### config.mk
export PLATFORM = sky130hd
export DESIGN_NAME = conv_sched_ctrl
export DESIGN_NICKNAME = d
export VERILOG_FILES = /design/src/rtl/amadeus_pkg.sv /design/src/rtl/conv_psum_counter.sv /design/src/rtl/conv_sched_ctrl.sv
export SDC_FILE = /design/constraint.sdc
export NUM_CORES = 1
export LEC_CHECK = 0
export CELL_PAD_IN_SITES_DETAIL_PLACEMENT = 1
export CELL_PAD_IN_SITES_GLOBAL_PLACEMENT = 1
export CORE_MARGIN = 8
export CORE_UTILIZATION = 37
export CTS_CLUSTER_DIAMETER = 30
export CTS_CLUSTER_SIZE = 40
export DETAILED_ROUTE_END_ITERATION = 7
export PLACE_DENSITY = 0.74
export SLEW_MARGIN = 10
export SYNTH_ARGS = -nofsm -noshare
export SYNTH_HDL_FRONTEND = slang
export SYNTH_SLANG_ARGS = --single-unit
### constraint.sdc
create_clock -name clk -period 1.78 [get_ports clk]
set_input_delay 0.267 -clock clk [delete_from_list [all_inputs] [get_ports clk]]
set_output_delay 0.267 -clock clk [all_outputs]
set_load 0.005 [all_outputs]
### src/rtl/amadeus_pkg.sv
// -----------------------------------------------------------------------------
// amadeus_pkg
//   Shared types for the convolution layer controllers: operating mode, the
//   op_stage code broadcast to the PE array, and the layer sequencer states.
//   Also provides the mode -> ofmap size lookup and the state -> op_stage map.
//   The L*_OFMAP_SIZE defaults apply only when the global defines header has
//   not already provided them (each size must be <= 64).
//   Optional feature macro used by the controller: CONV_TIMEOUT_EN.
// -----------------------------------------------------------------------------
`ifndef L1_OFMAP_SIZE
`define L1_OFMAP_SIZE 16
`endif
`ifndef L2_OFMAP_SIZE
`define L2_OFMAP_SIZE 8
`endif
`ifndef L3_OFMAP_SIZE
`define L3_OFMAP_SIZE 4
`endif

package amadeus_pkg;

    typedef enum logic [1:0] {
        MODE1 = 2'd0,
        MODE2 = 2'd1,
        MODE3 = 2'd2,
        MODE4 = 2'd3
    } op_mode_t;

    typedef enum logic [1:0] {
        IDLE = 2'd0,
        LOAD = 2'd1,
        CONV = 2'd2
    } op_stage_t;

    typedef enum logic [2:0] {
        S_IDLE,
        S_CFG,
        S_LOAD,
        S_CONV,
        S_NEXT,
        S_DONE
    } ctrl_state_t;

    localparam int unsigned PSUM_IDX_W = 6;

    // Index of the last ofmap position for a layer mode.
    function automatic logic [PSUM_IDX_W-1:0] ofmap_max_of(input op_mode_t m);
        case (m)
            MODE1, MODE2: return PSUM_IDX_W'(`L1_OFMAP_SIZE - 1);
            MODE3:        return PSUM_IDX_W'(`L2_OFMAP_SIZE - 1);
            default:      return PSUM_IDX_W'(`L3_OFMAP_SIZE - 1);
        endcase
    endfunction

    // S_NEXT and S_DONE are short tails of the CONV phase, so they keep
    // reporting CONV; S_CFG has not started loading yet and reports IDLE.
    function automatic op_stage_t stage_of(input ctrl_state_t s);
        case (s)
            S_LOAD:                 return LOAD;
            S_CONV, S_NEXT, S_DONE: return CONV;
            default:                return IDLE;
        endcase
    endfunction

endpackage

### src/rtl/conv_psum_counter.sv
// -----------------------------------------------------------------------------
// conv_psum_counter
//   Counts psum packets of one input-channel pass: filter_idx (0..3) advances
//   on every inc, psum_idx advances when filter_idx wraps 3 -> 0.
//   Ports:
//     clk, rst_n  clock, async active-low reset
//     inc         one packet accepted
//     clr         synchronous clear of both indices (wins over inc)
//     ofmap_max   last ofmap position index of the current mode
//     last_pkt    current packet slot is the final one of the pass
// -----------------------------------------------------------------------------
module conv_psum_counter
    import amadeus_pkg::*;
(
    input  logic                  clk,
    input  logic                  rst_n,
    input  logic                  inc,
    input  logic                  clr,
    input  logic [PSUM_IDX_W-1:0] ofmap_max,
    output logic                  last_pkt
);

    logic [1:0]            filter_idx;
    logic [PSUM_IDX_W-1:0] psum_idx;

    always_ff @(posedge clk or negedge rst_n) begin
        if (!rst_n) begin
            filter_idx <= '0;
            psum_idx   <= '0;
        end else if (clr) begin
            filter_idx <= '0;
            psum_idx   <= '0;
        end else if (inc) begin
            filter_idx <= filter_idx + 2'd1;
            if (filter_idx == 2'd3) begin
                psum_idx <= psum_idx + 1'b1;
            end
        end
    end

    assign last_pkt = (filter_idx == 2'd3) && (psum_idx == ofmap_max);

endmodule

### src/rtl/conv_sched_ctrl.sv
// -----------------------------------------------------------------------------
// conv_sched_ctrl
//   Layer sequencer for one convolution layer on the PE array. Latches the
//   layer mode and pass count on start, walks CFG -> LOAD -> CONV per
//   input-channel pass, pulses conv_continue between passes and done at the end.
//   Optional macro CONV_TIMEOUT_EN: idle watchdog in CONV (TIMEOUT_CYC cycles
//   without psum_ack aborts the layer and pulses timeout_err).
//   Ports:
//     clk, rst_n      clock, async active-low reset
//     start           layer start request (ignored while busy)
//     abort           synchronous abort to IDLE (wins over start)
//     mode_cfg        layer mode, sampled on accepted start
//     pass_num        input-channel passes (0 treated as 1), sampled on start
//     load_done       current pass chunk loaded (used in LOAD only)
//     psum_ack        one psum packet accepted downstream (counted in CONV only)
//     mode_out        registered layer mode
//     change_mode     1-cycle pulse, mode_out valid
//     conv_continue   1-cycle pulse between passes
//     op_stage        IDLE / LOAD / CONV
//     pass_idx        current pass, 0-based
//     busy            controller not idle
//     done            1-cycle pulse, layer complete
//     timeout_err     1-cycle watchdog pulse (0 unless CONV_TIMEOUT_EN)
// -----------------------------------------------------------------------------
module conv_sched_ctrl
    import amadeus_pkg::*;
#(
    parameter int unsigned PASS_W      = 4,
    parameter int unsigned TIMEOUT_CYC = 1024
) (
    input  logic              clk,
    input  logic              rst_n,
    input  logic              start,
    input  logic              abort,
    input  op_mode_t          mode_cfg,
    input  logic [PASS_W-1:0] pass_num,
    input  logic              load_done,
    input  logic              psum_ack,
    output op_mode_t          mode_out,
    output logic              change_mode,
    output logic              conv_continue,
    output op_stage_t         op_stage,
    output logic [PASS_W-1:0] pass_idx,
    output logic              busy,
    output logic              done,
    output logic              timeout_err
);

    ctrl_state_t       state;
    ctrl_state_t       state_nxt;
    logic [PASS_W-1:0] pass_last;
    logic              start_acc;
    logic              cnt_inc;
    logic              cnt_clr;
    logic              last_pkt;
    logic              timeout_hit;

    assign start_acc = (state == S_IDLE) && start && !abort;
    assign cnt_inc   = (state == S_CONV) && psum_ack;
    // Indices only live inside CONV; leaving it (pass end, done, abort) clears them.
    assign cnt_clr   = (state != S_CONV) || abort;

    conv_psum_counter u_psum_cnt (
        .clk       (clk),
        .rst_n     (rst_n),
        .inc       (cnt_inc),
        .clr       (cnt_clr),
        .ofmap_max (ofmap_max_of(mode_out)),
        .last_pkt  (last_pkt)
    );

`ifdef CONV_TIMEOUT_EN
    logic [15:0] idle_cnt;

    always_ff @(posedge clk or negedge rst_n) begin
        if (!rst_n) begin
            idle_cnt <= '0;
        end else if ((state != S_CONV) || psum_ack) begin
            idle_cnt <= '0;
        end else begin
            idle_cnt <= idle_cnt + 16'd1;
        end
    end

    assign timeout_hit = (state == S_CONV) && !psum_ack && !abort &&
                         (idle_cnt == 16'(TIMEOUT_CYC - 1));
`else
    logic unused_timeout_cyc;
    assign unused_timeout_cyc = ^TIMEOUT_CYC;
    assign timeout_hit        = 1'b0;
`endif

    always_comb begin
        state_nxt = state;
        case (state)
            S_IDLE: if (start) state_nxt = S_CFG;
            S_CFG:  state_nxt = S_LOAD;
            S_LOAD: if (load_done) state_nxt = S_CONV;
            S_CONV: begin
                if (psum_ack && last_pkt) begin
                    state_nxt = (pass_idx < pass_last) ? S_NEXT : S_DONE;
                end else if (timeout_hit) begin
                    state_nxt = S_IDLE;
                end
            end
            S_NEXT: state_nxt = S_LOAD;
            S_DONE: state_nxt = S_IDLE;
            default: state_nxt = S_IDLE;
        endcase
        if (abort) begin
            state_nxt = S_IDLE;
        end
    end

    // Outputs are registered from the next state so every pulse lines up
    // exactly with the cycle the FSM spends in the corresponding state.
    always_ff @(posedge clk or negedge rst_n) begin
        if (!rst_n) begin
            state         <= S_IDLE;
            mode_out      <= MODE1;
            pass_last     <= '0;
            pass_idx      <= '0;
            op_stage      <= IDLE;
            busy          <= 1'b0;
            change_mode   <= 1'b0;
            conv_continue <= 1'b0;
            done          <= 1'b0;
            timeout_err   <= 1'b0;
        end else begin
            state         <= state_nxt;
            op_stage      <= stage_of(state_nxt);
            busy          <= (state_nxt != S_IDLE);
            change_mode   <= (state_nxt == S_CFG);
            conv_continue <= (state_nxt == S_NEXT);
            done          <= (state_nxt == S_DONE);
            timeout_err   <= timeout_hit;
            if (start_acc) begin
                mode_out  <= mode_cfg;
                pass_last <= (pass_num == '0) ? '0 : pass_num - 1'b1;
            end
            if (state_nxt == S_IDLE) begin
                pass_idx <= '0;
            end else if (state_nxt == S_NEXT) begin
                pass_idx <= pass_idx + 1'b1;
            end
        end
    end

endmodule

# After elaboration in Yosys (flattened, before gate mapping)
# Index checks and enable logic that the tools add are counted.
[op_classes]
addsub = 4
order_cmp = 1
n_eq_ne = 14
n_mux = 16
reduce_logical = 19
[op_table]
columns = ["cell", "count"]
rows = [
  ["6-bit two-way mux", 3],
  ["3-bit by 2-bit == test with 1-bit output, second input constant", 4],
  ["3-bit two-way mux", 4],
  ["4-bit two-way mux", 3],
  ["3-bit case mux with 4 select lines", 1],
  ["3-bit == test, second input constant", 3],
  ["4-bit case mux with 2 select lines", 1],
  ["6-bit by 1-bit adder with 6-bit output, second input constant", 1],
  ["3-bit by 1-bit == test with 1-bit output, second input constant", 2],
  ["6-bit by 4-bit == test with 1-bit output", 1],
  ["3-bit zero test", 2],
  ["2-bit nonzero test", 3],
  ["1-bit logical AND", 5],
  ["4-bit by 1-bit adder with 4-bit output, second input constant", 1],
  ["2-bit == test, second input constant", 2],
  ["4-bit zero test", 1],
  ["4-bit < comparator", 1],
  ["2-bit two-way mux", 2],
  ["2-bit case mux with 2 select lines", 1],
  ["2-bit OR reduction", 2],
  ["4-bit by 1-bit subtractor with 4-bit output, second input constant", 1],
  ["3-bit by 2-bit inequality test with 1-bit output, second input constant", 1],
  ["3-bit nonzero test", 1],
  ["3-bit OR reduction", 1],
  ["other kinds (7)", 7],
]
[totals]
reg_bits = 27
in_bits = 12
out_inout_bits = 13

# Logic depth before layout (Yosys ltp)
[depth]
word_depth = 12
ltp_mapped = 8

# By module
# Synthesis repeated with hierarchy kept, for this count alone.
[hier_totals]
hier_cells = 141
area_unflattened_um2 = 1455.1
[by_module_without_submodules]
columns = ["mod", "n_inst", "cells_each", "area_per_inst_um2", "seq_area_each_um2"]
rows = [
  ["conv_sched_ctrl", 1, 95, 1002.2, 475.5],
  ["conv_psum_counter", 1, 46, 452.9, 200.2],
]

# Least setup slack after synthesis
# No wires, ideal clock.
[synth_timing]
kind = "reg2reg"
start = "register pass_idx[1]"
end = "register pass_idx[1]"
arrival_ns = 1.803
setup_slack_ns = -0.149
stages_incl_launch_ff = 7
path_buffers = 0
period_less_slack_ns = 1.929
cell_sequence = "dfrtp_1 -> ha_1 -> a2111oi_4 -> o2111ai_4 -> nand2_4 -> inv_4 -> a221o_1"
[synth_between]
elab_chain_len = 7
[synth_rtl]
columns = ["item", "line", "text"]
rows = [
  ["start, declared", "conv_sched_ctrl.sv:43", "output logic [PASS_W-1:0] pass_idx,"],
  ["start signal, assigned", "conv_sched_ctrl.sv:144", "pass_idx <= pass_idx + 1'b1;"],
  ["4-bit < comparator (*)", "conv_sched_ctrl.sv:101", "state_nxt = (pass_idx < pass_last) ? S_NEXT : S_DONE;"],
  ["1-bit two-way mux (*)", "conv_sched_ctrl.sv:101", ""],
  ["3-bit two-way mux (*)", "conv_sched_ctrl.sv:100", "if (psum_ack && last_pkt) begin"],
  ["3-bit case mux with 4 select lines (*)", "conv_sched_ctrl.sv:95", "case (state)"],
  ["3-bit two-way mux (*)", "conv_sched_ctrl.sv:110", "if (abort) begin"],
  ["named net state_nxt[0]", "conv_sched_ctrl.sv:50", "ctrl_state_t state_nxt;"],
  ["3-bit == test or 3-bit zero test (tied branches)", "conv_sched_ctrl.sv:143, conv_sched_ctrl.sv:141", ""],
  ["2-bit nonzero test (no line) or 4-bit two-way mux (tied branches)", "n/a", ""],
]
# The timed path passes the listed nets; every way through them passes the cells marked *. The select of a mux whose other input is x is not followed.
# A chain may end at the register's enable or synchronous reset.

# Worst setup path after layout
# Ends and elaborated chain as after synthesis.

==> reports/results.tsv <==
metric	value	unit
drc_errors	0	
rrSetupSlack	-0.10	ns
grt_overflow	0	
syn-mean-instance-area	11.1	um2
tightest_slew	0.543	ns
cts_root_buffer	clkbuf_8	
period_needed	1.88	ns
area_growth	54.0	%
drt_wl_total	4560	um
min_period_over_period	106	%
fp.dieW	78.6	um
grt_pass1_wl	6810	um
cp.required	1.93	ns
n_antenna_cell	0	
synthCells	131	
stdcell_area	2230	um2
first_global_vias	1430	
path_clk_slew	0.08	ns
cp-end-kind	flip-flop	
yosys_most_used_dff	dfrtp_1	
relSlewSlack	63.3	%
syn-cell-area	1450	um2
coreArea	3720	um2
stdcell_count	248	
met3_length	187	um
die_h	78.6	um
filler_cell_count	392	
final_core_util	60.0	%
clk_path_buf_depth	2	
grt_setup_unrepaired	true	
clock_latency	0.27	ns
wl_met2	2460	um
placed_cells	232	
finalWorstSetupSlack	-0.104	ns
ys_ff_latch	27	
critPathMaxFanout	3	
finalClockSkew	0.00452	ns
synth_largest_area_cell	dfrtp_1	
avgViaCountPerCell	5.27	
gp_congestion	0.806	
fp-row-count	22	
hold_path_class	primary input to async pin	
r2r_cells	7	
pre_cts_ws	-0.357	ns
cts_tree	built	
cpMaxStageDelayCell	dfrtp_1	
grt.total_usage	13.7	%
hold_violations	0	
timing.rr.end	pass_idx[1]$_DFFE_PN0P_	
ys_types	52	
slew_violations	0	
yosys.area.top_type_share	46.7	%
yosys-top-cells-area	dfrtp_1 47%, ha_1 5.2%, nor2_1 3.6%	
dr_total_vias	1308	
cp-start-kind	flip-flop	
power	1.58	mW
top_layer	met4	
drive_gt1_share	39.0	%
async_flop_share	100	%
wl_per_cell	18.4	um
initial_core_util	39.0	%
slowest_delay	0.43	ns
p_leak	1.00	nW
setup_violations	6	
ant_nets	0	
layout_commonest_cell	buf_4	
reg2reg_from	pass_idx[1]$_DFFE_PN0P_	
dr.pass1.iters	4	
nets	219	
drv_cap	0	
outcome	finished, violations left	
cellPowerDensity	708	nW/um2
setup_tns	-0.355	ns
io_pins	25	
placed_cell_area	1980	um2
max_freq	531	MHz
peakVddDrop	0.451	mV
drt-met1-wl	1820	um
synth.net_count	149	
dp_hpwl	3190	um
grt_max_degree	28	
yosysWarnings	0	
clock-sinks	27	
layout_common_cells	39 x buf_4, 27 x dfrtp_1, 21 x clkdlybuf4s50_1, 13 x nor2_1	
ys_seq_area_share	46.7	%
die_area	6170	um2
cts_made_buffers	3	
critPathKind	flip-flop to flip-flop	
portBuffers	23	
antenna_found_initial	0	
hold_slack	0.377	ns
synth_edf_count	0	
arrival	2.03	ns
first_iter_violations	39	
violations	setup timing	
htree_levels	1	
worstPathCellList	ha_4 -> a2111oi_4 -> buf_4 -> o2111ai_4 -> nand2_4 -> inv_4 -> a221o_1	
[layout make-up]
cell class / instances / area, um2 / area share [%]
multi-input combinational: 94 / 825 / 37.0
clock buffer: 4 / 45.0 / 2.02
timing repair buffer: 68 / 596 / 26.7
inverter: 7 / 28.8 / 1.29
tap: 48 / 60.1 / 2.69
sequential: 27 / 676 / 30.3
[cells in the mapped netlist (2+ instances only)]
cell type   n
o21a_1      2
o21ai_0     4
mux2_2      2
nand3_1     3
mux2i_1     2
dfrtp_1    27
xor2_1      3
a21oi_1     5
nor2_1     14
inv_1       6
or3_1       2
nand2_1     7
o22ai_1     2
ha_1        6
nand4_1     2
nor3_1      7
xnor2_1     2
[logic make-up after synthesis]
kind of cell | Yosys count | synth area share [%]
simple gates | 49 | 19.7
compound gates | 28 | 17.5
flops | 27 | 46.7
buf+inv | 10 | 3.11
fa+ha+maj | 6 | 5.19
xor+xnor | 5 | 3.03
mux | 5 | 4.49
other cells | 1 | 0.259
[critical path, delay by kind of cell, from the launching register on]
family	cells	cell delay [ns]
DFF	1	0.43
buffers and inverters	2	0.24
AOI/OAI and AO/OA	3	0.73
adders and majority gates	1	0.24
and+or+nand+nor	1	0.13
[flip-flops by register name, summed over array words and instances, names as in the netlist]
| register | flops |
|---|---|
| busy | 1 |
| change_mode | 1 |
| conv_continue | 1 |
| done | 1 |
| mode_out | 2 |
| op_stage | 2 |
| pass_idx | 4 |
| pass_last | 4 |
| state | 3 |
| u_psum_cnt.filter_idx | 2 |
| u_psum_cnt.psum_idx | 6 |
[worst max path at each step]
stage                                   from                      end  slack [ns]  cells after the start
finish               pass_idx[1]$_DFFE_PN0P_  pass_idx[1]$_DFFE_PN0P_       -0.10                      7
global route        pass_last[1]$_DFFE_PN0P_  pass_idx[1]$_DFFE_PN0P_       -0.20                      8
CTS                  pass_idx[1]$_DFFE_PN0P_  pass_idx[1]$_DFFE_PN0P_       -0.11                      7
detailed placement                     start           done$_DFF_PN0_       -0.36                      6
global placement                       start           done$_DFF_PN0_       -0.34                      6
floorplan            pass_idx[1]$_DFFE_PN0P_  pass_idx[1]$_DFFE_PN0P_       -0.05                      6
[report_power, final]
part           switching [mW]  internal (mW)  total (mW)
Sequential             0.0409          0.666       0.707
Combinational           0.253          0.288       0.541
Clock                   0.170          0.160       0.330
Total                   0.463           1.11        1.58
[metal layers]
layer / GRT usage (%) / up-vias
met2: 26.7 / 30
met3: 3.30 / 8
li1: - / 608
met4: 3.89 / 0
met1: 14.0 / 662
met5: 0 / -
[what timing repair did]
| action | CTS | global route |
|---|---|---|
| buffers inserted | 4 | 8 |
| pin swaps | 4 | 8 |
| endpoints found under the setup margin | 13 | 14 |
| resized for setup | 7 | 22 |
| hold buffers | 0 | 0 |
(Power assumes the default switching activity.)
